File: config.mk
export PLATFORM = sky130hd
export DESIGN_NAME = pc_sequencer_flat
export DESIGN_NICKNAME = d
export VERILOG_FILES = /design/src/rtl/pc_sequencer_if.sv /design/src/rtl/pc_sequencer.sv /design/src/flat_wrapper.sv
export SDC_FILE = /design/constraint.sdc
export NUM_CORES = 1
export LEC_CHECK = 0
export CORE_AREA = 4 4 60 62
export DETAILED_ROUTE_END_ITERATION = 10
export DIE_AREA = 0 0 64 66
export PLACE_DENSITY = 0.73
export SLEW_MARGIN = 30
export SYNTH_ARGS = -nofsm -noshare
export SYNTH_HDL_FRONTEND = slang
export SYNTH_SLANG_ARGS = --single-unit
export TNS_END_PERCENT = 50
File: constraint.sdc
create_clock -name clk -period 4.3 [get_ports clk]
set_clock_uncertainty 0.05 [all_clocks]
set_input_delay 1.29 -clock clk [delete_from_list [all_inputs] [get_ports clk]]
set_output_delay 1.29 -clock clk [all_outputs]
set_load 0.005 [all_outputs]
File: src/rtl/pc_sequencer_if.sv
// Bus between the sequencer, the program counter/memory and the timer datapath.
interface pc_sequencer_if;
  logic [7:0]  PCvalue;
  logic [11:0] InstrIn;
  logic        ZeroFlag;
  logic        load;
  logic        inc;
  logic [7:0]  LoadVal;
  logic [7:0]  PortOut;
  logic        halted;

  modport master (
    input  PCvalue, InstrIn, ZeroFlag,
    output load, inc, LoadVal, PortOut, halted
  );

  modport slave (
    output PCvalue, InstrIn, ZeroFlag,
    input  load, inc, LoadVal, PortOut, halted
  );
endinterface

File: src/rtl/pc_sequencer.sv
// Fetch/execute controller driving PC load/inc, with timed WAIT and OUT port.
// Optional CALL/RET (one-level return register) under macro PC_SEQUENCER_CALL_EN.
module pc_sequencer #(
  parameter int WAIT_W = 8
) (
  input  logic           clk,
  input  logic           reset,
  pc_sequencer_if.master bus
);
  typedef enum logic [1:0] {S_FETCH, S_EXEC, S_WAIT, S_HALT} state_t;

  state_t              r_state, w_next;
  logic [WAIT_W-1:0]   r_cnt;
  logic [7:0]          r_port;
  logic                w_load, w_inc, w_out_en, w_cnt_load;
  logic [7:0]          w_lv;
  logic [3:0]          w_op;
  logic [7:0]          w_arg;
`ifdef PC_SEQUENCER_CALL_EN
  logic [7:0]          r_ret;
  logic                w_call;
`endif

  assign w_op  = bus.InstrIn[11:8];
  assign w_arg = bus.InstrIn[7:0];

  always_comb begin
    w_next     = r_state;
    w_load     = 1'b0;
    w_inc      = 1'b0;
    w_lv       = 8'h00;
    w_out_en   = 1'b0;
    w_cnt_load = 1'b0;
`ifdef PC_SEQUENCER_CALL_EN
    w_call     = 1'b0;
`endif
    case (r_state)
      S_FETCH: w_next = S_EXEC;
      S_EXEC: begin
        w_next = S_FETCH;
        case (w_op)
          4'h1: begin w_load = 1'b1; w_lv = w_arg; end
          4'h2: if (bus.ZeroFlag)  begin w_load = 1'b1; w_lv = w_arg; end
                else w_inc = 1'b1;
          4'h3: if (!bus.ZeroFlag) begin w_load = 1'b1; w_lv = w_arg; end
                else w_inc = 1'b1;
          4'h4: if (w_arg != 8'h00) begin
                  w_cnt_load = 1'b1;
                  w_next     = S_WAIT;
                end else w_inc = 1'b1;
          4'h5: begin w_out_en = 1'b1; w_inc = 1'b1; end
`ifdef PC_SEQUENCER_CALL_EN
          4'h6: begin w_call = 1'b1; w_load = 1'b1; w_lv = w_arg; end
          4'h7: begin w_load = 1'b1; w_lv = r_ret; end
`endif
          4'hF: w_next = S_HALT;
          default: w_inc = 1'b1;
        endcase
      end
      S_WAIT: if (r_cnt == '0) begin
        w_inc  = 1'b1;
        w_next = S_FETCH;
      end
      default: w_next = S_HALT;
    endcase
  end

  // Counter holds n-1 on entry so that WAIT n spends exactly n cycles in S_WAIT.
  always_ff @(posedge clk) begin
    if (reset) begin
      r_state <= S_FETCH;
      r_cnt   <= '0;
      r_port  <= 8'h00;
    end else begin
      r_state <= w_next;
      if (w_cnt_load)
        r_cnt <= WAIT_W'(w_arg) - WAIT_W'(1);
      else if (r_state == S_WAIT && r_cnt != '0)
        r_cnt <= r_cnt - WAIT_W'(1);
      if (w_out_en)
        r_port <= w_arg;
    end
  end

`ifdef PC_SEQUENCER_CALL_EN
  always_ff @(posedge clk) begin
    if (reset)       r_ret <= 8'h00;
    else if (w_call) r_ret <= bus.PCvalue + 8'd1;
  end
`endif

  assign bus.load    = w_load;
  assign bus.inc     = w_inc;
  assign bus.LoadVal = w_lv;
  assign bus.PortOut = r_port;
  assign bus.halted  = (r_state == S_HALT);
endmodule

File: src/flat_wrapper.sv
// flat-port wrapper written by rule: the top's interface ports become plain ports
module pc_sequencer_flat 
#(
  parameter int WAIT_W = 8
)
  (clk, reset, bus_PCvalue, bus_InstrIn, bus_ZeroFlag, bus_load, bus_inc, bus_LoadVal, bus_PortOut, bus_halted);
  pc_sequencer_if bus_i ();
  input  logic clk;
  input  logic reset;
  input wire logic [$bits(bus_i.PCvalue)-1:0] bus_PCvalue;
  input wire logic [$bits(bus_i.InstrIn)-1:0] bus_InstrIn;
  input wire logic [$bits(bus_i.ZeroFlag)-1:0] bus_ZeroFlag;
  output wire logic [$bits(bus_i.load)-1:0] bus_load;
  output wire logic [$bits(bus_i.inc)-1:0] bus_inc;
  output wire logic [$bits(bus_i.LoadVal)-1:0] bus_LoadVal;
  output wire logic [$bits(bus_i.PortOut)-1:0] bus_PortOut;
  output wire logic [$bits(bus_i.halted)-1:0] bus_halted;
  assign bus_i.PCvalue = bus_PCvalue;
  assign bus_i.InstrIn = bus_InstrIn;
  assign bus_i.ZeroFlag = bus_ZeroFlag;
  assign bus_load = bus_i.load;
  assign bus_inc = bus_i.inc;
  assign bus_LoadVal = bus_i.LoadVal;
  assign bus_PortOut = bus_i.PortOut;
  assign bus_halted = bus_i.halted;
  pc_sequencer #(.WAIT_W(WAIT_W)) u_core (.clk(clk), .reset(reset), .bus(bus_i));
endmodule
==> metrics.txt <==
Crit path buffers/inverters 2; # hold bufs at CTS 0; Die X-Extent 64 µm; first-pass GRT wire length 5.616 mm; # IOs 42; cell count along the critical path 6; number of diodes 0; Via density 5.216; Peak supply drop 0.0001081 V; Std-Cell Core Area 0.003028 mm²; CP required 2.96 ns; crit-path cells clkdlybuf4s50_1, nand2_1, xnor2_1, and3_4, and2_1, clkdlybuf4s50_1; syn_nets 172; Routed wire per std cell 14.09 µm; die extent in y 66 µm; RSZ-0062 raised after global routing no; final wirelength 3.325 mm; CP Class primary input to output pin; layout cells sized above 1 16.67%; Worst Setup End Kind output pin; final period utilization 98.69%; Clk pwr share 25.7%; Nets 222; CP delay by family, top buffers and inverters; sequential fraction of the synthesis area 30.57%; HPWL after DPL 2.523 mm; WHS Endpoint u_core.r_cnt[1]; max_slew headroom 50.53%; count leader, synth nor2_1; status completed; Synth-to-Final Area Change 43.63%; Power Density 199.3 mW/mm²; gr ovfl total 0; Max H-tree Level 1; setup violators final 0; Fmax achieved 0.2356 GHz; sequential power share 51.4%; Hold Path Origin u_core.r_cnt[1]; Top cell by count, worst path clkdlybuf4s50_1; leakage 0.6976 nW; synth top area cells dfxtp_1, nor2_1, mux2i_1; P_int 0.2435 mW; busiest layer in global routing met2; WHS Path Cells 2; Net Sw Power 0.09392 mW; clk buf depth 2; Worst Tran Pin Value 0.7397 ns; floorplan row count 20; initial antenna violation count 0; yosys warns 0; FFs w/ async S/R, synth 0%; count of cell types in the netlist 42; Buffers on Ports 33; Reg2Reg Depth 12; first drt pass iteration count 4; Synth area leader dfxtp_1; DRT antenna net count 0; final hold viol count 0; Most used DFF post-synth dfxtp_1; post-layout min period 4.244 ns; CTS tree yes; final cell count without fillers 236; Worst-path clk slew 0.10 ns; Seq cells post-synth 18; RePlAce Congestion 0.7964; GRT Overall Usage 16.76%; Comb power frac 22.8%; slowest stage cell, crit path clkdlybuf4s50_1; Post-route DRC 0; Worst-Skew Late Latency 0.30 ns; Power, Total 0.3374 mW; met3 Use GR 3.912%; largest net degree at the start of global routing 19; vias after detailed routing 1231; Gate Count Post-Synth 144; DR iter-0 viols 38; EDFF count, synth 0; GR Util met2 28.65%; sw frac 27.83%; largest stage delay on the critical path 0.50 ns; reg2reg end u_core.r_cnt[6]; count of final max-slew check failures 0; WHS 0.4559 ns; Avg Cell Area, Syn 8.185 µm²; TritonCTS Sinks 18; Worst setup SP type primary input; Starting Density 38.93%; placed cells 233; CP arrival 2.90 ns; Max Cap Viol 0; Synth top cells by count nor2_1, dfxtp_1, and2_1, nand2_1; GR Util met1 20.66%; root buf cell clkbuf_4; post-synth top area share 30.57%; reg2reg start u_core.r_state[1]; vias in the first global route 1306; Synth Cell Area 0.001179 mm²; worst-path fanout max 9; Num CTS Buffers 3; full die area 0.004224 mm²; worst hold path class flip-flop to flip-flop; flop-to-flop setup slack 1.82 ns
-- layout by cell type, fill, tap and decap left out, types with 3 or more instances in the layout --
master,n
a211oi_1,3
a21oi_1,3
a311oi_1,4
a31oi_1,4
and2_1,9
buf_4,17
clkbuf_4,3
clkdlybuf4s50_1,32
dfxtp_1,18
ha_1,5
inv_1,7
mux2i_1,7
nand2_1,8
nand4_1,5
nor2_1,20
nor3_1,5
o21ai_0,4
or3_1,3
xnor2_1,5
xor2_1,3
-- state kept, by name (all words and copies together), names as in the netlist --
signal and flops:
u_core.r_state 2, u_core.bus.PortOut 8, u_core.r_cnt 8
-- area by class of cell --
type	count	area, µm²
Inverter	7	26.28
Tap cell	44	55.05
Timing Repair Buffer	50	452.9
Fill cell	272	1335
Clock buffer	3	22.52
Multi-Input combinational cell	114	775.7
Sequential cell	18	360.3
-- how the worst max path moves through the flow --
stage | start | end | slack, ns
final | bus_InstrIn[9] | bus_LoadVal[6] | 0.06
after floorplan | bus_InstrIn[2] | u_core.r_cnt[6] | 0.57
after global placement | bus_InstrIn[2] | bus_inc | -0.28
after CTS | bus_InstrIn[2] | bus_inc | 0.002
after global routing | bus_InstrIn[9] | bus_LoadVal[4] | 0.02
after detailed placement | bus_InstrIn[2] | bus_inc | -0.29
-- cell families (layout without fill, tap and decap cells) --
| group | Yosys count | after routing | synth area share (%) |
|---|---|---|---|
| flops | 18 | 18 | 30.57 |
| compound gates | 28 | 28 | 17.52 |
| simple gates | 66 | 66 | 30.15 |
| buf+inv | 12 | 60 | 4.565 |
| xor+xnor | 8 | 8 | 5.945 |
| mux | 7 | 7 | 5.945 |
| fa+ha+maj | 5 | 5 | 5.308 |
-- worst register-to-register path, delay by kind of cell, from the launching register on --
| family | cells | cell delay, ns |
|---|---|---|
| buffers and inverters | 1 | 0.08 |
| adders and majority gates | 2 | 0.48 |
| AOI/OAI and AO/OA | 5 | 0.89 |
| xor gates and xnor gates | 1 | 0.10 |
| DFF | 1 | 0.40 |
| and+or+nand+nor | 3 | 0.41 |
-- per-stage QoR --
step                instance area [µm²]  util [%]  worst slack [ns]  TNS, ns
detailed placement                 1664     54.96           -0.2930  -0.2930
floorplan                          1179         -            0.5684        0
global placement                   1664     54.96           -0.2766  -0.2766
CTS                                1690     55.83          0.001992        0
finish                             1693     55.91           0.05625        0
global route                       1693     55.91           0.01923        0
-- power by group through the flow --
stage / combinational [mW] / clock (mW) / sequential [mW]
global route: 0.0848 / 0.0977 / 0.174
finish: 0.0770 / 0.0868 / 0.174
floorplan: 0.0336 / 0 / 0.177
detailed placement: 0.0756 / 0 / 0.177
global placement: 0.0737 / 0 / 0.177
CTS: 0.0762 / 0.0891 / 0.174
-- what timing repair did --
action	CTS	global route
setup endpoints to repair	4	2
buffers inserted	0	0
gates resized for setup	3	4
endpoints found under the hold margin	0	0
cloned	0	0
-- metal layers --
layer / up-vias / share of wire [%]
met5: - / 0
met4: 0 / 1.4
met3: 7 / 5.3
met2: 45 / 47
met1: 564 / 47
li1: 615 / -
(Power assumes the default switching activity.)
